File: config.mk
export PLATFORM = sky130hd
export DESIGN_NAME = imem_loader
export DESIGN_NICKNAME = d
export VERILOG_FILES = /design/src/rtl/imem_loader_pkg.sv /design/src/rtl/imem_loader_byte_packer.sv /design/src/rtl/imem_loader.sv
export SDC_FILE = /design/constraint.sdc
export NUM_CORES = 1
export LEC_CHECK = 0
export BUFFER_PORTS_ARGS = -buffer_cell sky130_fd_sc_hd__clkbuf_2
export CAP_MARGIN = 20
export CORE_MARGIN = 5
export CORE_UTILIZATION = 45
export DETAILED_ROUTE_END_ITERATION = 8
export MAX_ROUTING_LAYER = met4
export PLACE_DENSITY = 0.68
export SLEW_MARGIN = 20
export SYNTH_ARGS = -nofsm -noshare
export SYNTH_HDL_FRONTEND = slang
export SYNTH_SLANG_ARGS = --single-unit
File: constraint.sdc
create_clock -name clk -period 2.8 [get_ports clk]
set_input_delay 0.28 -clock clk [delete_from_list [all_inputs] [get_ports clk]]
set_output_delay 0.28 -clock clk [all_outputs]
set_load 0.02 [all_outputs]
File: src/rtl/imem_loader_pkg.sv
// Shared definitions for the instruction-memory loader: memory geometry and
// the loader FSM state encoding.
package imem_loader_pkg;

  localparam int unsigned IMEM_BITS = 10;
  localparam int unsigned IMEM_SIZE = 1 << IMEM_BITS;

  typedef enum logic [2:0] {
    LD_IDLE = 3'd0,
    LD_LEN0 = 3'd1,
    LD_LEN1 = 3'd2,
    LD_DATA = 3'd3,
    LD_CSUM = 3'd4,
    LD_DONE = 3'd5,
    LD_ERR  = 3'd6
  } loader_state_t;

endpackage

File: src/rtl/imem_loader_byte_packer.sv
// Packs four accepted bytes (first byte in bits 7:0) into a 32-bit word and
// pulses word_valid for one cycle once the fourth byte is in.
module byte_packer (
  input  logic        clk,
  input  logic        reset,
  input  logic        clear,
  input  logic        byte_valid,
  input  logic [7:0]  byte_data,
  output logic [1:0]  byte_idx,
  output logic        word_valid,
  output logic [31:0] word_data
);

  logic [23:0] shift_q;

  always_ff @(posedge clk or negedge reset) begin
    if (!reset) begin
      shift_q    <= '0;
      byte_idx   <= '0;
      word_valid <= 1'b0;
      word_data  <= '0;
    end else begin
      word_valid <= 1'b0;
      if (clear) begin
        shift_q  <= '0;
        byte_idx <= '0;
      end else if (byte_valid) begin
        shift_q  <= {byte_data, shift_q[23:8]};
        byte_idx <= byte_idx + 2'd1;
        if (byte_idx == 2'd3) begin
          word_valid <= 1'b1;
          word_data  <= {byte_data, shift_q};
        end
      end
    end
  end

endmodule

File: src/rtl/imem_loader.sv
// Byte-stream program loader: parses count/data/checksum frames from the
// debug UART and writes assembled words into the instruction memory.
module imem_loader
  import imem_loader_pkg::*;
#(
  parameter int unsigned IMEM_BITS = imem_loader_pkg::IMEM_BITS,
  parameter int unsigned MAX_WORDS = 1024
) (
  input  logic                 clk,
  input  logic                 reset,
  input  logic                 start,
  input  logic                 rx_valid,
  input  logic [7:0]           rx_data,
  output logic                 rx_ready,
  output logic                 wr_en,
  output logic [IMEM_BITS-1:0] wr_addr,
  output logic [31:0]          wr_data,
  output logic                 cpu_hold,
  output logic                 done,
  output logic                 error,
  output logic [15:0]          words_loaded
);

  loader_state_t state_q, state_d;
  logic [15:0]   count_q;
  logic [7:0]    csum_q;
  logic [15:0]   len_full;
  logic          accept;
  logic          clear_pk;
  logic          pk_valid;
  logic [1:0]    byte_idx;
  logic          word_valid;
  logic [31:0]   word_data;

  assign rx_ready = (state_q == LD_LEN0) || (state_q == LD_LEN1) ||
                    (state_q == LD_DATA) || (state_q == LD_CSUM);
  assign accept   = rx_valid && rx_ready;
  assign len_full = {rx_data, count_q[7:0]};

  always_comb begin
    state_d  = state_q;
    clear_pk = 1'b0;
    pk_valid = 1'b0;
    case (state_q)
      LD_IDLE, LD_DONE, LD_ERR: begin
        if (start) begin
          state_d  = LD_LEN0;
          clear_pk = 1'b1;
        end
      end
      LD_LEN0: if (accept) state_d = LD_LEN1;
      LD_LEN1: begin
        if (accept) begin
          if (len_full > 16'(MAX_WORDS))  state_d = LD_ERR;
          else if (len_full == 16'd0)     state_d = LD_CSUM;
          else                            state_d = LD_DATA;
        end
      end
      LD_DATA: begin
        if (accept) begin
          pk_valid = 1'b1;
          // The previous word's write has always landed by the time the next
          // word completes, so words_loaded indexes the word being finished.
          if (byte_idx == 2'd3 && (words_loaded + 16'd1) == count_q)
            state_d = LD_CSUM;
        end
      end
      LD_CSUM: begin
        if (accept) state_d = (rx_data == csum_q) ? LD_DONE : LD_ERR;
      end
      default: state_d = LD_IDLE;
    endcase
  end

  always_ff @(posedge clk or negedge reset) begin
    if (!reset) begin
      state_q      <= LD_IDLE;
      count_q      <= '0;
      csum_q       <= '0;
      words_loaded <= '0;
      wr_addr      <= '0;
      cpu_hold     <= 1'b0;
      done         <= 1'b0;
      error        <= 1'b0;
    end else begin
      state_q <= state_d;
      if (clear_pk) begin
        cpu_hold     <= 1'b1;
        done         <= 1'b0;
        error        <= 1'b0;
        words_loaded <= '0;
        csum_q       <= '0;
        count_q      <= '0;
      end
      if (accept && state_q != LD_CSUM) csum_q <= csum_q ^ rx_data;
      if (accept && state_q == LD_LEN0) count_q[7:0]  <= rx_data;
      if (accept && state_q == LD_LEN1) count_q[15:8] <= rx_data;
      if (pk_valid && byte_idx == 2'd3) wr_addr <= words_loaded[IMEM_BITS-1:0];
      if (word_valid) words_loaded <= words_loaded + 16'd1;
      if (state_d == LD_DONE && state_q != LD_DONE) begin
        cpu_hold <= 1'b0;
        done     <= 1'b1;
      end
      if (state_d == LD_ERR && state_q != LD_ERR) begin
        cpu_hold <= 1'b0;
        error    <= 1'b1;
      end
    end
  end

  byte_packer u_packer (
    .clk        (clk),
    .reset      (reset),
    .clear      (clear_pk),
    .byte_valid (pk_valid),
    .byte_data  (rx_data),
    .byte_idx   (byte_idx),
    .word_valid (word_valid),
    .word_data  (word_data)
  );

  assign wr_en   = word_valid;
  assign wr_data = word_data;

endmodule

=== Yosys cells after proc, flatten, opt, wreduce, memory -nomap -nowiden ===
Index checks and enable logic that the tools add are counted.

* Output and inout port bits: 63
* Word-level logic and storage cells: 88
* Bits in registers: 115
* Input bits: 12

* Multiplexer cells: 33
* Equal/unequal tests: 14
* Bitwise operators: 2
* Reduce and logical (&&, ||, !) cells: 23
* Add/sub/neg operators: 2
* Order comparisons: 1

{| class="wikitable"
|+ Operators by type and width
! cell !! count
|-
| two-way mux 24 bit || 2
|-
| two-way mux 16 bit || 2
|-
| two-way mux 8 bit || 4
|-
| two-way mux 3 bit || 8
|-
| adder 16 x 1 -> 16 bit, second input constant || 1
|-
| equality test 16 bit || 1
|-
| > comparator 16 x 11 -> 1 bit, second input constant || 1
|-
| logical NOT 16 bit || 1
|-
| equality test 3 bit, second input constant || 5
|-
| one-hot mux 3 bit (5 select lines) || 1
|-
| nonzero test 2 bit || 7
|-
| two-way mux 1 bit || 13
|-
| != test 3 bit, second input constant || 3
|-
| equality test 8 bit || 1
|-
| logical AND 1 bit || 8
|-
| XOR 8 bit || 1
|-
| equality test 3 x 2 -> 1 bit, second input constant || 2
|-
| two-way mux 2 bit || 3
|-
| equality test 3 x 1 -> 1 bit, second input constant || 1
|-
| logical NOT 3 bit || 1
|-
| logical OR 1 bit || 3
|-
| AND reduction 3 bit || 1
|-
| nonzero test 3 bit || 1
|-
| OR reduction 3 bit || 1
|-
| 3 further kinds || 3
|}

=== Longest topological paths before layout ===
* Depth after elaboration: 11
* Mapped depth: 9
* Depth with buffers taken out: 7

=== Cells and area by module ===
From an unflattened synthesis, not the netlist that was laid out.

* Cell total of the unflattened synthesis: 527
* Area total of the unflattened synthesis: 5711.7 µm²

{| class="wikitable"
|+ Modules (own cells, without submodules)
! module !! cells each !! instances !! area an instance (µm²)
|-
| imem_loader || 372 || 1 || 3298.2
|-
| byte_packer || 155 || 1 || 2413.6
|}

=== Worst setup path after synthesis ===
OpenSTA, ideal clock, no wires.

* Path type: register to register
* Start point: reg words_loaded[0]
* End point: reg state_q[0]
* Cell stages (with the launch flop): 9
* Data arrival time: 2145 ps
* Setup time: 139 ps
* Slack: 516 ps
* Path buffers: 1
* Cell sequence: dfrtp_1 -> ha_1 -> buf_2 -> nand3_1 -> or4b_1 -> o2111ai_1 -> o2111ai_1 -> nor4_1 -> o211ai_1

* Longest elaborated chain between the ends: 6

{| class="wikitable"
|+ Ends and longest elaborated chain
! what !! line !! RTL
|-
| from (decl) || imem_loader.sv:21 || <nowiki>output logic [15:0] words_loaded</nowiki>
|-
| from (signal assigned) || imem_loader.sv:99 || <nowiki>if (word_valid) words_loaded <= words_loaded + 16'd1;</nowiki>
|-
| adder 16 x 1 -> 16 bit || imem_loader.sv:64 || <nowiki>if (byte_idx == 2'd3 && (words_loaded + 16'd1) == count_q)</nowiki>
|-
| equality test 16 bit || imem_loader.sv:64 ||
|-
| logical AND 1 bit || imem_loader.sv:64 ||
|-
| two-way mux 3 bit || imem_loader.sv:64 ||
|-
| two-way mux 3 bit || imem_loader.sv:60 || <nowiki>if (accept) begin</nowiki>
|-
| one-hot mux 3 bit (5 select lines) || imem_loader.sv:44 || <nowiki>case (state_q)</nowiki>
|-
| via state_d[0] || imem_loader.sv:24 || <nowiki>loader_state_t state_q, state_d;</nowiki>
|-
| to (signal assigned) || imem_loader.sv:86 || <nowiki>state_q <= state_d;</nowiki>
|-
| to (decl) || imem_loader.sv:24 ||
|}

The timed path passes the listed nets, and every way through them passes these cells.
A chain may end at the register's enable or synchronous reset.

=== Final worst setup path ===
Same ends and word-level chain as after synthesis.

==> flow_summary.toml <==
[pwr]
p_seq_share_pct = 40.1
switching_power_mw = 2.24
clkPwrFrac_pct = 32.4
pwr_density_cell_nw_per_um2 = 942
leakage_nw = 3.31
p_int_mw = 4.05
vdd_drop_max_v = 0.000478
power_frac_comb_pct = 27.5
swShare_pct = 35.6

[critical_path]
critical_path_arrival_ns = 2.86
path_class = "reg2reg"
critical_path.top_delay_family = "simple AND/OR/NAND/NOR gates"
cp_num_buf_inv = 1
crit_path_top_delay_cell = "or4b_1"
startpoint_type = "flop"
r2r_start = "words_loaded[0]"
r2r_end = "state_q[0]"
cpMostUsedCell = "o2111ai_1"
cp-end-kind = "flop"
r2r_slack_ns = 0.22
cp_cell_sequence = "ha_1 > nand3_1 > or4b_1 > o2111ai_1 > o2111ai_1 > nor4_1 > buf_4 > o211ai_1"
cpPeakStageDelay_ns = 0.55
worstPathMaxFanout = 8
crit_required_ns = 3.08
reg2regPathDepth = 8

[place]
placed_area_sq_um = 6110
dp.cells = 783
numPortBuffers = 74
gp_congestion = 0.919
dp_hpwl_um = 9540

[timing]
finalMaxSlewViolations = 0
max_slew.worst_pin.slew_ns = 0.911
final_hold_viol_count = 0
period_needed_ns = 2.58
fin_skew_ns = 0.00811
tns_ns = 0
relSlewSlack_pct = 39.1
fmax_mhz = 387
setup_violations = 0
rsz0062_at_grt = "no"
fin_crit_sh_pct = 92.2
fin_worst_hold_slack_ns = 0.220

[die]
rows = 40
coreArea_sq_um = 12100
die_w_um = 121
die_area_sq_um = 14700
io_pins = 75
start_util_pct = 46.3
die_y_um = 121

[layout]
final_cell_area_sq_um = 6680
drive_above_1_share_pct = 26.2
nNetsFinal = 649
layout_commonest_cell = "dfrtp_1"
n_antenna_cell = 0
layout_common_cells = "dfrtp_1 (115), nand2_1 (112), clkbuf_2 (73)"
syn_to_final_growth_pct = 19.8
stdcell_count = 816

[min_path]
min-delay-start = "rx_data[5]"
hold_path.class = "in2reg"
holdPathEnd = "u_packer.shift_q[21]"
min_path_cells = 3

[clocking]
tritoncts = "built"
cts_setup_buffers = 0
cts_buffer_depth = 2
clock_sinks = 115
htree_num_levels = 4
clkTransAtPathRegs_ns = 0.06
cts_buffers = 17
root_buffer = "clkbuf_16"
clock_latency_ns = 0.42

[route]
dr.pass1.iters = 5
dr_total_vias = 4530
antenna_left = 0
finalWirelength_um = 13900
drc = 0
post_drt_wl_per_cell_um = 17.0
via_per_inst = 5.55
drt_iter0_markers = 324

[grt]
grt_pass1_vias = 4387
grt_overflow = 0
track_usage_pct = 20.3
grt_pass1_wl_um = 22700
grt_max_degree = 88
antenna_found_initial = 0

[flow_run]
drv_cap = 0

[synthesis]
async_reset_ff_share_pct = 100
synth_edf_count = 0
ys_warn_count = 0
netlist-cell-type-count = 52
ys_ff_latch = 115
syn_inst = 570
ys_seq_area_share_pct = 51.6
synth_nets = 584
ys.flop_type = "dfrtp_1"
synth.avg_cell_area_sq_um = 9.79
syn-cell-area_sq_um = 5580

[run_status]
status = "completed"
==> per-layer routing <==
layer | vias up | global-route usage (%) | share of wire (%)
li1 | 2115 | - | -
met1 | 2260 | 26.8 | 45
met2 | 134 | 30.9 | 48
met3 | 21 | 5.13 | 5.4
met4 | 0 | 6.86 | 1.8
met5 | - | - | 0
==> synthesized netlist by cell type (3+ instances only) <==
| cell type | count | area [sq um] |
|---|---|---|
| xnor2_1 | 25 | 219 |
| buf_2 | 10 | 50.1 |
| o21ai_0 | 49 | 245 |
| o31ai_1 | 6 | 45.0 |
| nand2_1 | 113 | 424 |
| nor2_1 | 26 | 97.6 |
| o2111ai_1 | 5 | 43.8 |
| nand3b_1 | 4 | 30.0 |
| a21o_1 | 9 | 67.6 |
| a21oi_1 | 7 | 35.0 |
| mux2_2 | 43 | 484 |
| dfrtp_1 | 115 | 2880 |
| nand3_1 | 36 | 180 |
| nand4_1 | 7 | 43.8 |
| and4_1 | 4 | 35.0 |
| a31oi_1 | 6 | 37.5 |
| and3_1 | 5 | 31.3 |
| clkbuf_1 | 31 | 116 |
| nor3_1 | 7 | 35.0 |
| nand2b_1 | 4 | 25.0 |
| nor4_1 | 5 | 31.3 |
| and2_1 | 4 | 25.0 |
| xor2_1 | 6 | 52.6 |
| or3_1 | 3 | 18.8 |
| inv_1 | 6 | 22.5 |
==> worst max path at each step <==
stage                     from         end  slack (ns)  depth (start not counted)
2_1_floorplan  words_loaded[0]  state_q[0]        0.52                          8
3_3_place_gp   words_loaded[0]  state_q[0]        0.44                          8
3_5_place_dp   words_loaded[0]  state_q[0]        0.29                          8
4_1_cts        words_loaded[0]  state_q[0]        0.26                          8
5_1_grt        words_loaded[0]  state_q[0]         0.1                          8
6_report       words_loaded[0]  state_q[0]        0.22                          8
==> final cells by class <==
class,count,area [sq um]
multi-input combinational,406,2490
sequential,115,2880
inverter,6,22.5
timing repair buffer,89,513
fill,1048,5380
clock inverter,14,128
clock buffer,18,439
tap,168,210
==> flip-flops by register name, summed over array words and instances, names as in the netlist <==
signal	count
error	1
csum_q	8
done	1
count_q	16
u_packer.shift_q	24
u_packer.byte_idx	2
words_loaded	16
state_q	3
u_packer.word_valid	1
cpu_hold	1
u_packer.word_data	32
wr_addr	10
==> power groups by stage <==
stage	Clock, mW	Sequential (mW)	Combinational (mW)
after floorplan	0	2.52	1.18
after global placement	0	2.51	1.68
after detailed placement	0	2.54	1.73
after CTS	2.08	2.52	1.75
after global routing	2.16	2.58	1.93
final	2.04	2.52	1.73
==> through the flow <==
stage | setup WS, ns | util, % | power, mW
final | 0.219 | 55.4 | 6.30
after global routing | 0.0969 | 55.4 | 6.67
after CTS | 0.256 | 55.4 | 6.35
after detailed placement | 0.287 | 50.6 | 4.27
after global placement | 0.436 | 50.6 | 4.19
after floorplan | 0.516 | - | 3.71
==> cells by family after synthesis <==
kind of cell	after synthesis	synth area share (%)
flops	115	51.6
mux	44	8.86
xor+xnor	31	4.87
simple gates	229	19.3
buf+inv	49	3.79
fa+ha+maj	2	0.448
compound gates	100	11.1
==> worst reg2reg max path, stage by stage (launching register included) <==
cell and delay, ns:
dfrtp_1 0.46, ha_1 0.38, nand3_1 0.23, or4b_1 0.55, o2111ai_1 0.13, o2111ai_1 0.15, nor4_1 0.27, buf_4 0.18
o211ai_1 0.10
==> what timing repair did <==
item	4_1_cts	5_1_grt
hold buffers	1	0
gates resized for setup	0	0
hold endpoints to repair	28	0
Note: power is estimated with default switching activity, not from simulation.
